[src/rtl/servo_slew_limiter.sv]
// -----------------------------------------------------------------------------
// servo_slew_limiter
//   Ramps the commanded pan/tilt servo pulse widths toward the latched
//   targets at a bounded rate. Each update instant (step_tick) moves each axis
//   by at most MAX_STEP, landing exactly on target. Reports when the turret
//   is moving and, after SETTLE_TICKS quiet updates, when it has settled.
//
// Optional feature macro: SLEW_ACCEL_EN
//   Defined   : per-axis step size ramps 1,2,..,MAX_STEP; it drops back to 1
//               on reaching target or when the direction of travel reverses.
//   Undefined : fixed step of MAX_STEP.
//
// Ports
//   clk          in   system clock
//   rst_n        in   synchronous active-low reset
//   target_pan   in   requested pan pulse width (11b)
//   target_tilt  in   requested tilt pulse width (11b)
//   target_valid in   single-cycle load strobe for both targets
//   hold         in   freeze commanded positions while high
//   pan_angle    out  commanded pan pulse width (11b)
//   tilt_angle   out  commanded tilt pulse width (11b)
//   moving       out  either axis differs from its latched target
//   settled      out  SETTLE_TICKS consecutive at-target updates seen
//   step_tick    out  one-cycle pulse on each update instant
//
// States
//   SLEW     | at least one axis away from its target
//   SETTLING | on target, counting quiet step_ticks
//   SETTLED  | on target long enough; settled = 1
// -----------------------------------------------------------------------------
module servo_slew_limiter #(
  parameter int CLOCK_FREQUENCY_MHZ = 50,
  parameter int STEP_PERIOD_US      = 1000,
  parameter int MAX_STEP            = 4,
  parameter int PW_MIN              = 600,
  parameter int PW_MAX              = 2000,
  parameter int PW_HOME             = 1300,
  parameter int SETTLE_TICKS        = 20
) (
  input  logic        clk,
  input  logic        rst_n,
  input  logic [10:0] target_pan,
  input  logic [10:0] target_tilt,
  input  logic        target_valid,
  input  logic        hold,
  output logic [10:0] pan_angle,
  output logic [10:0] tilt_angle,
  output logic        moving,
  output logic        settled,
  output logic        step_tick
);

  localparam int TICK_DIV = CLOCK_FREQUENCY_MHZ * STEP_PERIOD_US;
  localparam int CNT_W    = (TICK_DIV > 1) ? $clog2(TICK_DIV) : 1;
  localparam int SET_W    = (SETTLE_TICKS > 0) ? $clog2(SETTLE_TICKS + 1) : 1;

  localparam logic [CNT_W-1:0] TICK_LAST  = CNT_W'(TICK_DIV - 1);
  localparam logic [SET_W-1:0] SETTLE_MAX = SET_W'(SETTLE_TICKS);
  localparam logic [10:0]      PW_MIN_C   = 11'(PW_MIN);
  localparam logic [10:0]      PW_MAX_C   = 11'(PW_MAX);
  localparam logic [10:0]      PW_HOME_C  = 11'(PW_HOME);
  localparam logic [11:0]      STEP_MAX_C = 12'(MAX_STEP);

  typedef enum logic [1:0] {
    SLEW     = 2'd0,
    SETTLING = 2'd1,
    SETTLED  = 2'd2
  } state_e;

  state_e           state_q, state_d;
  logic [CNT_W-1:0] tick_cnt_q, tick_cnt_d;
  logic [SET_W-1:0] settle_cnt_q, settle_cnt_d;

  // Axis 0 = pan, axis 1 = tilt.
  logic [10:0] pos_q [2];
  logic [10:0] pos_d [2];
  logic [10:0] tgt_q [2];
  logic [10:0] tgt_d [2];
  logic [10:0] tgt_in [2];

`ifdef SLEW_ACCEL_EN
  logic [11:0] step_q [2];
  logic [11:0] step_d [2];
  logic        dir_q  [2];   // 1 = last move was downward
  logic        dir_d  [2];
`endif

  function automatic logic [10:0] clamp_pw(input logic [10:0] v);
    if (v < PW_MIN_C)      return PW_MIN_C;
    else if (v > PW_MAX_C) return PW_MAX_C;
    else                   return v;
  endfunction

  // Move cur toward tgt by at most step; lands exactly when within reach.
  function automatic logic [10:0] step_axis(input logic [10:0] cur,
                                            input logic [10:0] tgt,
                                            input logic [11:0] step);
    logic signed [11:0] diff;
    logic        [11:0] mag;
    diff = $signed({1'b0, tgt}) - $signed({1'b0, cur});
    mag  = diff[11] ? 12'(-diff) : 12'(diff);
    if (mag <= step)   return tgt;
    else if (diff[11]) return cur - step[10:0];
    else               return cur + step[10:0];
  endfunction

  assign tgt_in[0] = target_pan;
  assign tgt_in[1] = target_tilt;

  assign step_tick  = (tick_cnt_q == TICK_LAST);
  assign moving     = (pos_q[0] != tgt_q[0]) || (pos_q[1] != tgt_q[1]);
  assign settled    = (state_q == SETTLED);
  assign pan_angle  = pos_q[0];
  assign tilt_angle = pos_q[1];

  always_comb begin
    tick_cnt_d = step_tick ? '0 : tick_cnt_q + 1'b1;
  end

  // Targets and positions. Stepping uses tgt_q, so a load coinciding with
  // step_tick only takes effect on the following update.
  always_comb begin
    for (int i = 0; i < 2; i++) begin
      tgt_d[i] = tgt_q[i];
      pos_d[i] = pos_q[i];
`ifdef SLEW_ACCEL_EN
      step_d[i] = step_q[i];
      dir_d[i]  = dir_q[i];
`endif
      if (target_valid) begin
        tgt_d[i] = clamp_pw(tgt_in[i]);
      end
      if (step_tick && !hold) begin
`ifdef SLEW_ACCEL_EN
        begin
          logic        down;
          logic [11:0] eff;
          down = (tgt_q[i] < pos_q[i]);
          eff  = (down != dir_q[i]) ? 12'd1 : step_q[i];
          pos_d[i] = step_axis(pos_q[i], tgt_q[i], eff);
          if (pos_d[i] == tgt_q[i]) begin
            step_d[i] = 12'd1;
          end else begin
            step_d[i] = (eff < STEP_MAX_C) ? eff + 12'd1 : STEP_MAX_C;
            dir_d[i]  = down;
          end
        end
`else
        pos_d[i] = step_axis(pos_q[i], tgt_q[i], STEP_MAX_C);
`endif
      end
    end
  end

  always_comb begin
    state_d      = state_q;
    settle_cnt_d = settle_cnt_q;
    unique case (state_q)
      SLEW: begin
        if (!moving) begin
          state_d      = SETTLING;
          settle_cnt_d = '0;
        end
      end
      SETTLING: begin
        if (moving) begin
          state_d = SLEW;
        end else if (step_tick) begin
          if (settle_cnt_q < SETTLE_MAX) settle_cnt_d = settle_cnt_q + 1'b1;
          if (settle_cnt_d >= SETTLE_MAX) state_d = SETTLED;
        end
      end
      SETTLED: begin
        if (moving) state_d = SLEW;
      end
      default: state_d = SETTLING;
    endcase
  end

  always_ff @(posedge clk) begin
    if (!rst_n) begin
      state_q      <= SETTLING;
      tick_cnt_q   <= '0;
      settle_cnt_q <= '0;
      for (int i = 0; i < 2; i++) begin
        pos_q[i] <= PW_HOME_C;
        tgt_q[i] <= PW_HOME_C;
`ifdef SLEW_ACCEL_EN
        step_q[i] <= 12'd1;
        dir_q[i]  <= 1'b0;
`endif
      end
    end else begin
      state_q      <= state_d;
      tick_cnt_q   <= tick_cnt_d;
      settle_cnt_q <= settle_cnt_d;
      for (int i = 0; i < 2; i++) begin
        pos_q[i] <= pos_d[i];
        tgt_q[i] <= tgt_d[i];
`ifdef SLEW_ACCEL_EN
        step_q[i] <= step_d[i];
        dir_q[i]  <= dir_d[i];
`endif
      end
    end
  end

endmodule

[config.mk]
export PLATFORM = sky130hd
export DESIGN_NAME = servo_slew_limiter
export DESIGN_NICKNAME = d
export VERILOG_FILES = /design/src/rtl/servo_slew_limiter.sv
export SDC_FILE = /design/constraint.sdc
export NUM_CORES = 1
export LEC_CHECK = 0
export CAP_MARGIN = 20
export CORE_MARGIN = 1.5
export CORE_UTILIZATION = 48
export CTS_CLUSTER_SIZE = 40
export DETAILED_ROUTE_END_ITERATION = 8
export GPL_TIMING_DRIVEN = 0
export PLACE_DENSITY = 0.77
export SETUP_SLACK_MARGIN = 0.3
export SYNTH_ARGS = -nofsm -noshare
export SYNTH_HDL_FRONTEND = slang
export SYNTH_SLANG_ARGS = --single-unit
[constraint.sdc]
create_clock -name clk -period 3.6 [get_ports clk]
set_input_delay 0.36 -clock clk [delete_from_list [all_inputs] [get_ports clk]]
set_output_delay 0.36 -clock clk [all_outputs]
set_load 0.01 [all_outputs]
## Word level (Yosys, flattened, before mapping)

Memory sizes are Yosys's and may differ from the RTL's.
Index checks and enable logic that the tools add are counted.
Widths: inputs -> output; s select.

| operators by class | value |
|---|---|
| order comparisons | 8 |
| equality and inequality tests | 11 |
| reductions and logical operators | 8 |
| muxes and demuxes | 34 |
| bitwise logic cells | 5 |
| add/sub/neg operators | 10 |

Operator list:

| kind | count |
|---|---|
| $mux 11 | 16 |
| $mux 5 | 7 |
| $le 12x3->1 const B | 2 |
| $mux 12 | 2 |
| $neg 12->12 | 2 |
| $sub 11x11->12 | 2 |
| $add 11x3->11 const B | 2 |
| $gt 11x11->1 const B | 2 |
| $lt 11x10->1 const B | 2 |
| $ne 11x11->1 | 2 |
| $sub 11x3->11 const B | 2 |
| $add 16x1->16 const B | 1 |
| $eq 16x16->1 const B | 1 |
| $mux 2 | 5 |
| $pmux 5 s2 | 1 |
| $ne 2x2->1 const B | 4 |
| $reduce_and 4->1 | 2 |
| $ne 3x3->1 const B | 2 |
| $pmux 2 s3 | 1 |
| $add 5x1->5 const B | 1 |
| $ge 5x5->1 const B | 1 |
| $lt 5x5->1 const B | 1 |
| $or 1x1->1 | 4 |
| $eq 2x1->1 const B | 1 |
| 9 further kinds | 10 |

| storage, ports and cells | value |
|---|---|
| bits of input ports | 26 |
| flip-flop bits (word level) | 23 |
| bits in writable memories | 44 |
| logic and storage cells | 81 |
| output and inout port bits | 25 |
| memories kept | 2 |

Memories:

| memory | depth | bits a word | rd ports | clocked after Yosys merged registers in | wr ports | RTL line | text |
|---|---|---|---|---|---|---|---|
| pos_q | 2 | 11 | 2 | 0 | 2 | 75 | `logic [10:0] pos_q [2];` |
| tgt_q | 2 | 11 | 2 | 0 | 2 | 77 | `logic [10:0] tgt_q [2];` |

## Logic depth before layout (Yosys ltp)

Gate-level depths: netlist of the first run.

| depth | value |
|---|---|
| depth after elaboration | 10 |
| gate-level depth with buffers | 17 |
| depth with buffers taken out | 16 |

## Worst setup path before layout of the first run

OpenSTA, ideal clock, no wires.

| timing | value |
|---|---|
| path kind | reg2reg |
| from | memory pos_q[1][2] (netlist: pos_q[0][13]) |
| to | memory pos_q[1][10] (netlist: pos_q[0][21]) |
| path slack | 153 ps |
| setup time | 122 ps |
| cell stages (with the launch flop) | 17 |
| clock period less this slack | 3447 ps |
| data required time | 3478 ps |
| arrival time | 3325 ps |
| path buffers | 0 |
| path through | dfxtp_1 > inv_1 > ha_1 > nand3_1 > o21bai_1 > a211o_1 > nand2_1 > inv_2 > ha_1 > a21oi_1 > o21bai_1 > a21o_1 > a21o_1 > a31oi_1 > xnor2_1 > a211oi_1 > a311o_1 |

RTL lines:

| element | RTL line |
|---|---|
| from (decl) | 75 |

==> results of run 1 <==
[metrics by stage]
| step | worst slack, ns | TNS [ns] | instance area [um^2] |
|---|---|---|---|
| floorplan | 0.329 | 0 | 5390 |
| global placement | -0.0193 | -0.0193 | 6070 |
| detailed placement | -0.109 | -0.386 | 6070 |
| CTS | 0.285 | 0 | 6700 |
| global route | 0.196 | 0 | 7360 |
| finish | 0.293 | 0 | 7360 |
[worst max-delay path: stages, from the launching register on]
cell	delay, ns
dfxtp_2	0.32
inv_1	0.11
ha_4	0.22
buf_6	0.14
a21oi_2	0.13
o21bai_1	0.08
a21oi_2	0.24
o21ai_4	0.11
buf_4	0.16
fa_2	0.36
inv_2	0.07
a21oi_1	0.06
o21bai_1	0.21
a21o_1	0.15
a21o_1	0.20
a31oi_2	0.13
xnor2_1	0.23
a21oi_1	0.09
o31ai_1	0.21
[state kept, by name, indices dropped and copies added, names as in the netlist]
| signal | cells |
|---|---|
| settle_cnt_q | 5 |
| state_q | 2 |
| tgt_q | 22 |
| tick_cnt_q | 16 |
| pos_q | 22 |
[how the worst max path moves through the flow]
stage,to,cells after the start,slack [ns]
after floorplan,pos_q[0][21],16,0.33
final,pos_q[0][10],18,0.29
after CTS,pos_q[0][10],17,0.28
after global placement,pos_q[0][21],16,-0.02
after detailed placement,pos_q[0][10],17,-0.11
after global routing,pos_q[0][21],14,0.20
[area by class of cell]
class | instances | area share
multi-input combinational | 522 | 0.586
sequential | 67 | 0.189
timing repair buffer | 97 | 0.116
inverter | 52 | 0.0297
tap | 140 | 0.0238
buffer | 27 | 0.0207
clock buffer | 9 | 0.0168
clock inverter | 7 | 0.0168
[cell usage in the layout, fill, tap and decap left out, drive strengths merged, types with 8 or more instances in the layout]
cell type	instances
xor2	22
nand3	26
a31oi	11
mux2i	13
and3	8
nor3	23
clkdlybuf4s50	50
a21o	12
buf	56
a21oi	52
xnor2	25
a211oi	16
nand2	36
clkbuf	27
nand4	8
ha	43
o211ai	15
o21a	8
o21ai	37
inv	51
nor2	58
dfxtp	67
[per-layer routing]
layer  vias up  GRT usage  routed length [um]
met5         -          0                   0
met4         0      0.125                 506
met3        56     0.0400                1140
met2       270      0.455                8810
met1      2785      0.341                7090
li1       2694          -                   -
[synthesized netlist by cell type, drive strengths merged (6+ instances only)]
cell type	instances
o21bai	6
nand4	8
nor2	58
a21oi	52
and3	8
xor2	22
clkbuf	21
nand3	26
mux2i	13
buf	6
a211oi	16
xnor2	25
dfxtp	67
o21a	8
ha	43
a31oi	11
nor3	23
a21o	12
or3	6
nand2	36
o211ai	15
o21ai	37
inv	52
[cell families (layout without fill, tap and decap cells)]
kind of cell	Yosys count	count (layout)	share of synthesized area
compound gates	217	218	0.290
simple gates	196	196	0.183
buf+inv	79	192	0.0584
flops	67	67	0.250
fa+ha+maj	47	47	0.115
xor+xnor	47	47	0.0768
mux	14	14	0.0264
[repair_timing]
action / CTS / global route
pin swaps: 20 / 44
setup endpoints to repair: 23 / 23
cloned: 1 / 0
resized for setup: 68 / 101
buffers inserted: 12 / 35
[power breakdown]
group | total [mW] | switching (mW) | internal, mW
Sequential | 0.784 | 0.0289 | 0.756
Clock | 0.777 | 0.313 | 0.465
Combinational | 1.04 | 0.582 | 0.457
==> reports/qor.txt, run 1 <==
==================================================================================================
Slew Limit Fails ....................................................................            0
Number of DRC markers after the initial detailed-route iteration ....................          642
Worst clock skew ....................................................................   0.00575 ns
Critical Path End Type ..............................................................    flip-flop
Critical Path Source ................................................................  pos_q[0][8]
Unique cell type count in the Yosys netlist .........................................           81
Die height ..........................................................................       109 um
Data arrival time of the critical path ..............................................      3.56 ns
Finish-stage setup viols ............................................................            0
Outcome ............................................................................. complete, no violations
Multi-input gate area ............................................................... 0.00432 mm^2
Initial cell density of the core ....................................................        0.494
Clock latency at the later pin of the worst-skew pair ...............................      0.35 ns
# DRC ...............................................................................            0
Worst Min Path Start ................................................................ tick_cnt_q[0]
Total via count in the routed design ................................................         5805
Via count of the first global-routing pass ..........................................         5373
Clock tree from TritonCTS ...........................................................        built
Placer's final routability congestion estimate ......................................        0.965
Layout overhead on the synthesized area .............................................        37.4%
Max-cap violations ..................................................................            0
Post-DR vias/cell ...................................................................         6.30
Fin util ............................................................................        0.679
Worst Path Class, Setup ............................................................. flip-flop to flip-flop
Cell Count Post-Placement ...........................................................          857
Share of the synthesized area in the top cell type ..................................        0.250
End point of the most critical hold path ............................................ tick_cnt_q[0]
Core Rows ...........................................................................           38
Total of buffers placed on input and output ports ...................................           50
CP Data Required Time ...............................................................      3.85 ns
Worst slew margin ...................................................................        0.499
Top cells by area in the synthesized netlist ........................................ dfxtp_1, ha_1, a21oi_1
Reg area ............................................................................ 0.00139 mm^2
Syn Std Cell Area ................................................................... 0.00536 mm^2
Aggregate global routing overflow ...................................................            0
Number of flops mapped to enable cells by yosys .....................................            0
Beginning of the worst register-to-register path ....................................  pos_q[0][8]
Final worst-path cycle share ........................................................        0.918
Pwr Total ...........................................................................      2.60 mW
# clock sinks .......................................................................           67
Non-filler cells, final .............................................................          921
Synth async-reset ratio .............................................................            0
Power per cell area .................................................................  353 mW/mm^2
Buffers from clock root to sink, at most ............................................            2
Antenna violations before repair ....................................................            0
Main synth FF type ..................................................................      dfxtp_1
Register-to-Register Path Depth .....................................................           18
Share of synthesized area occupied by flip-flops and latches ........................        0.250
Post-Syn Instances ..................................................................          667
Worst-margin pin slew ...............................................................     0.752 ns
CP Max Fanout .......................................................................            7
Fmax ................................................................................      302 MHz
Number of inserted filler cells in the final layout .................................          774
Largest net degree at the start of global routing ...................................           16
Net total in the final layout .......................................................          849
Worst-case hold slack ...............................................................     0.491 ns
Minimum clock period after layout ...................................................      3.31 ns
Worst Hold Path Cells ...............................................................            1
Number of nets in the synthesized netlist ...........................................          740
Wire length of the first global-routing pass ........................................     25500 um
Antenna cells .......................................................................            0
Cell type contributing the most total cell area after synthesis .....................      dfxtp_1
Setup repair after global routing missed its margin .................................         true
Clock transition time at the flip-flop clock pins of the worst setup and hold paths .      0.07 ns
Global-route total usage across every layer .........................................        0.271
CP Launch Type ......................................................................    flip-flop
I/O Pins ............................................................................           51
Classification of the worst-slack hold path ......................................... flip-flop to flip-flop
Remaining number of nets flagged by the antenna check after routing .................            0
Share of final-layout standard cells stronger than drive strength 1 .................        0.261
Worst-case register-to-register setup slack .........................................      0.29 ns
Leakage component of the power ......................................................      2.87 nW
#FFs+latches synth ..................................................................           67
Final Hold Violating Endpoints ......................................................            0
Hold buffers post-CTS ...............................................................            0
Average footprint of a synthesized cell .............................................    8.03 um^2
Peak supply drop ....................................................................       325 uV
Drt first pass iters ................................................................            5
CTS buffer count ....................................................................            9
Horiz. Die Dim ......................................................................       109 um
Area of the die .....................................................................  0.0118 mm^2
Terminus of the critical flop-to-flop path .......................................... pos_q[0][10]
Final routed wire length divided by cell count ......................................      19.1 um
Core area ...........................................................................  0.0108 mm^2
Number of levels the H-tree was split into ..........................................            3
Clk root buf ........................................................................     clkbuf_8
Warning count from the yosys run ....................................................            0
HPWL after DPL ......................................................................     11600 um
WL final ............................................................................     17600 um
==================================================================================================
(Power assumes the default switching activity.)
==> run 2, diff against run 1 <==
--- a/config.mk
+++ b/config.mk
@@ -10,6 +10,7 @@
 export CORE_UTILIZATION = 48
 export CTS_CLUSTER_SIZE = 40
 export DETAILED_ROUTE_END_ITERATION = 8
+export GPL_ROUTABILITY_DRIVEN = 0
 export GPL_TIMING_DRIVEN = 0
 export PLACE_DENSITY = 0.77
 export SETUP_SLACK_MARGIN = 0.3
==> constraint.sdc (replaced) <==
create_clock -name clk -period 2.9 [get_ports clk]
set_input_delay 0.29 -clock clk [delete_from_list [all_inputs] [get_ports clk]]
set_output_delay 0.29 -clock clk [all_outputs]
set_load 0.01 [all_outputs]
==> reports/qor.txt, run 2 (synthesized netlist as in run 1, its figures left out) <==
==================================================================================================
Outcome ............................................................................. finished with violations
Violated checks ..................................................................... negative setup slack
Worst slew margin ...................................................................        0.412
Antenna violations before repair ....................................................            0
Global-route total usage across every layer .........................................        0.331
Hold buffers post-CTS ...............................................................            0
Fmax ................................................................................      294 MHz
Cells along the critical path ....................................................... ha_4 -> buf_6 -> nand2_1 -> o21ai_2 -> a21oi_4 -> buf_4 -> nand4b_1 -> nand3_1 -> nor4_4 -> buf_4 -> a41oi_4 -> o211ai_1 -> o311a_1
Critical Path End Type ..............................................................    flip-flop
WL final ............................................................................     24400 um
CP bufs+invs ........................................................................            3
Initial cell density of the core ....................................................        0.494
Final total negative setup slack ....................................................     -7.46 ns
Worst Path Class, Setup ............................................................. flip-flop to flip-flop
Clock transition time at the flip-flop clock pins of the worst setup and hold paths .      0.08 ns
Critical Path Source ................................................................  tgt_q[0][5]
# clock sinks .......................................................................           67
Power per cell area .................................................................  430 mW/mm^2
Worst-case register-to-register setup slack .........................................     -0.50 ns
Die height ..........................................................................       109 um
Share of final-layout standard cells stronger than drive strength 1 .................        0.415
Leakage component of the power ......................................................      3.31 nW
I/O Pins ............................................................................           51
Drt first pass iters ................................................................            8
CP dominant cell by count ...........................................................        buf_4
Number of levels the H-tree was split into ..........................................            3
Total of buffers placed on input and output ports ...................................           50
Area of the die .....................................................................  0.0118 mm^2
CP Max Fanout .......................................................................            7
Core area ...........................................................................  0.0108 mm^2
HPWL after DPL ......................................................................     12100 um
Number of inserted filler cells in the final layout .................................          601
Wire length of the first global-routing pass ........................................     30700 um
Largest net degree at the start of global routing ...................................           15
Clk root buf ........................................................................     clkbuf_8
Peak supply drop ....................................................................       295 uV
Number of DRC markers after the initial detailed-route iteration ....................         1080
Capture point of the critical path ..................................................  pos_q[0][6]
Slowest library cell on the worst path ..............................................      dfxtp_1
Most common library cell in the layout ignoring fill and taps .......................        buf_4
Most frequent cells in the layout ................................................... buf_4, nor2_1, clkdlybuf4s50_1, nand2_1
Dpl ws ..............................................................................    -0.404 ns
Via count of the first global-routing pass ..........................................         6116
CP Data Required Time ...............................................................      3.17 ns
Biggest registers after layout ...................................................... pos_q x22, tgt_q x22, tick_cnt_q x16
# DRC ...............................................................................            0
Max-cap violations ..................................................................            0
Worst path depth ....................................................................           13
Final Hold Violating Endpoints ......................................................            0
Net total in the final layout .......................................................          924
Buffers from clock root to sink, at most ............................................            2
Worst clock skew ....................................................................    0.0152 ns
Top delay family on crit path ....................................................... simple AND/OR/NAND/NOR gates
Antenna cells .......................................................................            0
Setup slack after layout ............................................................    -0.500 ns
Delay of the slowest cell on the worst path .........................................      0.51 ns
Beginning of the worst register-to-register path ....................................  tgt_q[0][5]
Horiz. Die Dim ......................................................................       109 um
Terminus of the critical flop-to-flop path ..........................................  pos_q[0][6]
Finish-stage setup viols ............................................................           22
Core Rows ...........................................................................           38
Layout overhead on the synthesized area .............................................        60.1%
Minimum clock period after layout ...................................................      3.40 ns
CTS buffer count ....................................................................            9
Fin util ............................................................................        0.791
Remaining number of nets flagged by the antenna check after routing .................            0
Final worst-path cycle share ........................................................         1.17
Worst-margin pin slew ...............................................................     0.882 ns
Pwr Total ...........................................................................      3.69 mW
CP Launch Type ......................................................................    flip-flop
Post-DR vias/cell ...................................................................         6.91
Total via count in the routed design ................................................         6879
Worst-case hold slack ...............................................................     0.453 ns
Register-to-Register Path Depth .....................................................           13
Clock latency at the later pin of the worst-skew pair ...............................      0.35 ns
Final routed wire length divided by cell count ......................................      24.5 um
Clock tree from TritonCTS ...........................................................        built
Setup repair after global routing missed its margin .................................         true
Aggregate global routing overflow ...................................................            0
Classification of the worst-slack hold path ......................................... flip-flop to flip-flop
Slew Limit Fails ....................................................................            0
Data arrival time of the critical path ..............................................      3.67 ns
==================================================================================================
## run 2: through the flow
step / cell area (um^2) / std cells
after floorplan: 5720 / 667
after global routing: 8580 / 996
after CTS: 7710 / 946
final: 8580 / 996
after detailed placement: 6390 / 857
after global placement: 6390 / 857
## run 2: worst min-delay path by stage
stage	cells after the start	slack, ns	from	end
5_1_grt	1	0.50	tick_cnt_q[0]	tick_cnt_q[0]
6_report	1	0.45	tick_cnt_q[0]	tick_cnt_q[0]
3_3_place_gp	1	0.44	tick_cnt_q[0]	tick_cnt_q[0]
2_1_floorplan	1	0.40	target_tilt[10]	tgt_q[0][20]
3_5_place_dp	1	0.45	tick_cnt_q[0]	tick_cnt_q[0]
4_1_cts	1	0.46	tick_cnt_q[0]	tick_cnt_q[0]
## run 2: cell type report
cell class	instances	area, um^2	share of cell area
multi-input combinational	522	4880	0.569
timing repair buffer	172	1490	0.173
sequential	67	1420	0.165
tap	140	175	0.0204
clock buffer	9	124	0.0144
buffer	27	191	0.0223
clock inverter	7	82.6	0.00963
inverter	52	215	0.0251
## run 2: repair_timing
action | CTS | global route
cloned | 3 | 0
setup buffers | 70 | 50
pin swaps | 62 | 77
setup endpoints to repair | 28 | 30
gates resized for setup | 127 | 90
## run 2: per-layer routing
layer | track usage | wire [um] | vias up
met5 | 0 | 0 | -
met4 | 0.171 | 1870 | 0
met3 | 0.0508 | 2440 | 215
met2 | 0.564 | 11200 | 590
met1 | 0.402 | 8870 | 3238
li1 | - | - | 2836
## run 2: power breakdown
part / internal (mW) / switching [mW] / total (mW)
Combinational: 0.870 / 1.00 / 1.87
Sequential: 0.937 / 0.0417 / 0.978
Clock: 0.411 / 0.430 / 0.842
Total: 2.22 / 1.47 / 3.69
